`src/rtl/mem_wb_stage.sv`:
```
// mem_wb_stage: MEM/WB pipeline register and load writeback formatter
// Ports:
//   clk, rst            clock, synchronous active-high reset
//   flush               exception/ERET flush, inserts a WB bubble
//   mem_stall           MEM output not a valid instruction this cycle
//   wb_stall            freeze WB register contents
//   mem_we/waddr/wdata  MEM destination and ALU/move result
//   mem_load_op         0 NONE,1 LB,2 LBU,3 LH,4 LHU,5 LW,6 LWL,7 LWR
//   mem_addr_lo         effective address bits [1:0]
//   mem_rt_data         old rt value for LWL/LWR merge
//   dram_rdata          synchronous data-RAM read word, valid in WB cycle
//   wb_we/waddr/wdata   register-file write port
module mem_wb_stage (
    input  logic        clk,
    input  logic        rst,
    input  logic        flush,
    input  logic        mem_stall,
    input  logic        wb_stall,
    input  logic        mem_we,
    input  logic [4:0]  mem_waddr,
    input  logic [31:0] mem_wdata,
    input  logic [2:0]  mem_load_op,
    input  logic [1:0]  mem_addr_lo,
    input  logic [31:0] mem_rt_data,
    input  logic [31:0] dram_rdata,
    output logic        wb_we,
    output logic [4:0]  wb_waddr,
    output logic [31:0] wb_wdata
);
    logic        r_we, hold_vld;
    logic [4:0]  r_waddr;
    logic [31:0] r_wdata, r_rt, hold_buf;
    logic [2:0]  r_load_op;
    logic [1:0]  r_addr_lo;
    logic [31:0] ld, lwl, lwr, fmt;
    logic [7:0]  b;
    logic [15:0] h;

    always_ff @(posedge clk) begin
        if (rst) begin
            r_we      <= 1'b0;
            r_waddr   <= '0;
            r_wdata   <= '0;
            r_load_op <= '0;
            r_addr_lo <= '0;
            r_rt      <= '0;
            hold_buf  <= '0;
            hold_vld  <= 1'b0;
        end else if (flush) begin
            r_we      <= 1'b0;
            r_load_op <= '0;
            hold_vld  <= 1'b0;
        end else if (wb_stall) begin
            // the RAM word is only valid in the first stalled cycle; keep it
            if (r_load_op != 3'd0 && !hold_vld) begin
                hold_buf <= dram_rdata;
                hold_vld <= 1'b1;
            end
        end else if (mem_stall) begin
            r_we      <= 1'b0;
            r_load_op <= '0;
            hold_vld  <= 1'b0;
        end else begin
            r_we      <= mem_we;
            r_waddr   <= mem_waddr;
            r_wdata   <= mem_wdata;
            r_load_op <= mem_load_op;
            r_addr_lo <= mem_addr_lo;
            r_rt      <= mem_rt_data;
            hold_vld  <= 1'b0;
        end
    end

    assign ld  = hold_vld ? hold_buf : dram_rdata;
    assign b   = ld[{r_addr_lo, 3'b000} +: 8];
    assign h   = r_addr_lo[1] ? ld[31:16] : ld[15:0];
    assign lwl = r_addr_lo == 2'd0 ? {ld[7:0], r_rt[23:0]} :
                 r_addr_lo == 2'd1 ? {ld[15:0], r_rt[15:0]} :
                 r_addr_lo == 2'd2 ? {ld[23:0], r_rt[7:0]} : ld;
    assign lwr = r_addr_lo == 2'd0 ? ld :
                 r_addr_lo == 2'd1 ? {r_rt[31:24], ld[31:8]} :
                 r_addr_lo == 2'd2 ? {r_rt[31:16], ld[31:16]} : {r_rt[31:8], ld[31:24]};
    assign fmt = r_load_op == 3'd1 ? {{24{b[7]}}, b} :
                 r_load_op == 3'd2 ? {24'd0, b} :
                 r_load_op == 3'd3 ? {{16{h[15]}}, h} :
                 r_load_op == 3'd4 ? {16'd0, h} :
                 r_load_op == 3'd5 ? ld :
                 r_load_op == 3'd6 ? lwl :
                 r_load_op == 3'd7 ? lwr : r_wdata;

    assign wb_we    = r_we && r_waddr != 5'd0;
    assign wb_waddr = r_waddr;
    assign wb_wdata = wb_we ? fmt : 32'd0;
endmodule

```
`config.mk`:
```
export PLATFORM = sky130hd
export DESIGN_NAME = mem_wb_stage
export DESIGN_NICKNAME = d
export VERILOG_FILES = /design/src/rtl/mem_wb_stage.sv
export SDC_FILE = /design/constraint.sdc
export NUM_CORES = 1
export LEC_CHECK = 0
export BUFFER_PORTS_ARGS = -buffer_cell sky130_fd_sc_hd__buf_2
export CAP_MARGIN = 40
export CORE_AREA = 2 2 151 116
export DETAILED_ROUTE_END_ITERATION = 10
export DIE_AREA = 0 0 153 118
export HOLD_SLACK_MARGIN = 0.15
export MAX_ROUTING_LAYER = met4
export PLACE_DENSITY = 0.66
export SLEW_MARGIN = 10
export SYNTH_ARGS = -nofsm -noshare
export SYNTH_HDL_FRONTEND = slang
export SYNTH_SLANG_ARGS = --single-unit
```
`constraint.sdc`:
```
create_clock -name clk -period 2.2 [get_ports clk]
set_input_delay 0.44 -clock clk [delete_from_list [all_inputs] [get_ports clk]]
set_output_delay 0.44 -clock clk [all_outputs]
set_load 0.005 [all_outputs]
```
# Yosys cells after proc, flatten, opt, wreduce, memory -nomap -nowiden

Index checks and enable logic that the tools add are counted.

Register bits after elaboration: 108
Output and inout bits: 38
Logic and storage cells: 49

Equality and inequality tests: 9
Shift-type cells: 1
Muxes and demuxes: 18
Bitwise logic cells: 3
Reductions and logical operators: 10

Operators by type and width:

| operator           | count |
|---|---|
| $mux 32            | 13 |
| $mux 16            | 2 |
| $shiftx 32x6->8    | 1 |
| $mux 24            | 1 |
| $eq 3x3->1 const B | 4 |
| $eq 3x2->1 const B | 2 |
| $reduce_and 3->1   | 2 |
| $reduce_bool 5->1  | 1 |
| $eq 3x1->1 const B | 1 |
| $mux 3             | 1 |
| $not 1->1          | 3 |
| $reduce_bool 3->1  | 1 |
| $reduce_or 3->1    | 1 |
| $eq 2x1->1 const B | 1 |
| $eq 2x2->1 const B | 1 |
| $logic_and 1x1->1  | 2 |
| $logic_not 2->1    | 1 |
| $reduce_or 2->1    | 1 |
| $logic_not 1->1    | 1 |
| $mux 1             | 1 |

# Longest topological paths before layout

Depth in word-level cells: 12
Depth in mapped cells: 9
Gate-level depth less buffers: 6

# Worst setup path after synthesis

No wires, ideal clock.

Kind: register to output
Start: register r_addr_lo[0]
End: output wb_wdata[19]
Arrival time: 1.697 ns
Slack: 0.063 ns
Stages on the path, launching flop included: 7
Buffers on the path: 1
Path through: dfxtp_1 > buf_6 > mux4_1 > nand3_1 > o31ai_1 > a2111oi_0 > a211oi_1

Word-level cells in the longest chain between the ends: 11
Elaborated cells on any way between the ends: 17

RTL lines:

| element                                  | line       | source |
|---|---|---|
| from (decl)                              | 34         | `logic [1:0] r_addr_lo;` |
| from (signal assigned)                   | 68         | `r_addr_lo <= mem_addr_lo;` |
| $eq 2x1->1 or $eq 2x2->1 (tied branches) | 78, 81, 79 |  |
| $mux 24 or $mux 32 (tied branches)       | 81, 79     |  |
| $mux 32, on equally long branches        | 80, 78     |  |
| $mux 32, on equally long branches        | 89, 77     |  |
| $mux 32                                  | 88         | `r_load_op == 3'd6 ? lwl :` |
| $mux 32                                  | 87         | `r_load_op == 3'd5 ? ld :` |
| $mux 32                                  | 86         | `r_load_op == 3'd4 ? {16'd0, h} :` |
| $mux 32                                  | 85         | `r_load_op == 3'd3 ? {{16{h[15]}}, h} :` |
| $mux 32                                  | 84         | `r_load_op == 3'd2 ? {24'd0, b} :` |
| $mux 32 (*)                              | 83         | `assign fmt = r_load_op == 3'd1 ? {{24{b[7]}}, b} :` |
| $mux 32 (*)                              | 93         | `assign wb_wdata = wb_we ? fmt : 32'd0;` |
| to (decl)                                | 28         | `output logic [31:0] wb_wdata` |

Every way passes the cells marked *; elsewhere a longest branch is shown, timed or not.

# Worst setup path after layout

Start: register r_addr_lo[0]
End: output wb_wdata[10]

Word-level cells in the longest chain between the ends: 12
Elaborated cells on any way between the ends: 18

RTL lines:

| element     | line   | source |
|---|---|---|
| $eq 2x2->1  | 79, 82 |  |
| $mux 16     | 82     | `r_addr_lo == 2'd2 ? {r_rt[31:16], ld[31:16]} : {r_rt[31:8], ld[31:24]};` |
| $mux 24     | 81     | `r_addr_lo == 2'd1 ? {r_rt[31:24], ld[31:8]} :` |
| $mux 32     | 80     | `assign lwr = r_addr_lo == 2'd0 ? ld :` |
| $mux 32     | 89     | `r_load_op == 3'd7 ? lwr : r_wdata;` |
| $mux 32     | 88     |  |
| $mux 32     | 87     |  |
| $mux 32     | 86     |  |
| $mux 32     | 85     |  |
| $mux 32     | 84     |  |
| $mux 32 (*) | 83     |  |
| $mux 32 (*) | 93     |  |

Marked as above.

==> summary.txt <==
Tightest Pin Transition: 0.543 ns
Synthesized area: 0.00736 mm^2
Hold Slack: 0.304 ns
DP Area: 0.00976 mm^2
Prevailing post-synth register cell: dfxtp_1
CTS Sinks: 108
Final Cycle Share: 1.28
Failing checks: negative setup slack
Initial antenna violation count: 0
Unique masters post-synth: 78
Core area: 0.0166 mm^2
VDD IR max: 0.287 mV
Mux cell area share after synthesis: 0.136
# DRC: 0
Relative slew slack: 0.628
CTS tree: done
Skew final: 0.00769 ns
Fill count: 1,484
TritonCTS Buffers: 9
Die area: 0.0181 mm^2
Setup repair after global routing missed its margin: true
Number of synthesized register bits: 108
Final critical-path setup slack: -0.617 ns
WL/cell: 22.2 um
CP Launch Type: flip-flop
XOR/XNOR share of the synthesized area: 0
Setup TNS: -16.43 ns
Max Slew Vio Count: 0
Most frequent cells in the layout: nand2_1 (260), buf_4 (197), a21oi_1 (155), buf_2 (148), dfxtp_1 (101)
Worst EP arrival: 2.38 ns
Clk_lat worst skew: 0.37 ns
Fin area: 0.0110 mm^2
Final #Nets: 1,430
Commonest non-fill, non-tap cell in the layout: nand2_1
IO Pins: 150
Global-route wire length before repair: 50,800 um
PwrDens: 428 mW/mm^2
Post-Synth Simple-Gate Area: 0.232
Largest net degree at the start of global routing: 72
Antenna Diode Count: 0
Area share of fa/ha/maj cells after synthesis: 0
Compound-Gate Fraction of Synth Area: 0.272
Static Leakage: 4.39 nW
Tmin final: 2.82 ns
DP HPWL: 26,400 um
Overflow after GRT: 0
CP Capture Type: output pin
Routed via count: 9,015
Syn Area/Cell: 7.29 um^2
Share of layout cells above drive strength 1: 0.432
Routability cong.: 1.07
Post-route ant nets: 0
CTS hold repair buffers: 0
Final Setup Violations: 32
Sequential fraction of the synthesis area: 0.294
Core Util, Final: 0.665
Hold Path Class: primary input to flip-flop
Chip Width: 153 um
CTS clk-pin slew, worst paths: 0.07 ns
Site row count: 41
Root Driver: clkbuf_16
Max Fclk: 0.355 GHz
DRT Wirelength: 34,200 um
Synth Instances: 1,010
Number of enable flip-flop cells after synthesis: 0
Req. time, crit path: 1.76 ns
Largest family of logic cells by synthesized area: compound AO/OA/AOI/OAI gates
Final count of hold timing violations: 0
1st-iter DRT viols: 984
Syn Nets: 1,122
All-Layer GR Usage: 0.380
Critical path type: flip-flop to output pin
Layout area overhead: 49.6%
Die Ht: 118 um
Async SR Flop Fraction: 0
Vias in the first global route: 8,434
Max FO, Critical Path: 7
Port-buffer cells: 149
Synth warnings: 0
Router iterations before antenna repair: 5
Max-cap violations: 0
Vias per cell: 5.86
CTS Buffer Depth: 2
Initial Util: 0.444
CTS H-tree lvls: 3
Outcome: complete, but fails checks
## stage by stage
stage,setup WS [ns],power (mW),std cells
2_1_floorplan,0.0631,2.48,1010
3_3_place_gp,-0.541,2.97,1511
3_5_place_dp,-0.447,2.97,1511
4_1_cts,-0.621,4.64,1538
5_1_grt,-0.658,4.88,1538
6_report,-0.617,4.71,1538
## final timing paths
kind,start,to,slack [ns],cells after the start
max,r_addr_lo[0],wb_wdata[10],-0.62,9
max reg2reg,r_load_op[1],hold_buf[15],0.09,10
min,mem_wdata[31],r_wdata[31],0.30,3
min reg2reg,r_wdata[27],r_wdata[27],0.45,2
## registers in the layout (all words and copies together) (netlist names)
| name | cells |
|---|---|
| hold_buf | 32 |
| r_rt | 32 |
| r_wdata | 32 |
| wb_waddr | 5 |
| r_load_op | 3 |
| r_addr_lo | 2 |
| hold_vld | 1 |
| r_we | 1 |
## power by group
group | switching (mW) | leakage, nW | internal (mW) | total [mW]
logic | 0.551 | 3.37 | 0.473 | 1.02
registers | 0.0565 | 0.880 | 2.00 | 2.06
clock network | 0.820 | 0.144 | 0.812 | 1.63
total | 1.43 | 4.39 | 3.29 | 4.71
## metal layers
metal,GRT usage,part of all wire
met3,0.0957,0.098
met1,0.530,0.45
met4,0.120,0.028
met5,-,0
met2,0.539,0.43
## cell usage after synthesis (all sizes together), types with 7 or more instances
| master | number | area [um^2] |
|---|---|---|
| a21oi | 168 | 841 |
| dfxtp | 108 | 2160 |
| a221oi | 7 | 73.8 |
| nand3 | 13 | 65.1 |
| or3 | 7 | 43.8 |
| mux4 | 15 | 353 |
| mux2 | 25 | 285 |
| o21ai | 51 | 255 |
| nor2b | 7 | 43.8 |
| and2 | 7 | 43.8 |
| clkbuf | 52 | 195 |
| mux2i | 36 | 360 |
| a31oi | 11 | 75.1 |
| inv | 7 | 26.3 |
| buf | 36 | 259 |
| nand2b | 7 | 43.8 |
| nor3 | 16 | 80.1 |
| o22ai | 20 | 131 |
| nor2 | 49 | 186 |
| a211oi | 14 | 110 |
| nand2 | 264 | 991 |
## worst max-delay path, stage by stage (launching register included)
cell and delay (ns):
dfxtp_4 0.46, buf_8 0.16, buf_6 0.14, mux4_2 0.54, buf_4 0.16, nor3_2 0.12
nor2_1 0.09, nor2_2 0.15, nor4_4 0.06, buf_2 0.13
## repair_timing
item / 4_1_cts / 5_1_grt
setup buffers: 14 / 7
gates resized for setup: 132 / 93
endpoints found under the setup margin: 33 / 34
pin swaps: 31 / 30
## cell families after synthesis
kind of cell | Yosys count
simple gates | 399
compound gates | 330
flops | 108
buf+inv | 97
mux | 76
## area by class of cell
cell class / count / area, um^2 / share of cell area
timing repair buffer: 385 / 2780 / 0.252
inverter: 9 / 35.0 / 0.00318
multi-input combinational: 805 / 5460 / 0.496
clock buffer: 10 / 239 / 0.0217
sequential: 108 / 2180 / 0.198
clock inverter: 6 / 45.0 / 0.00409
tap: 215 / 269 / 0.0244
Power figures use the tool's default switching activity.
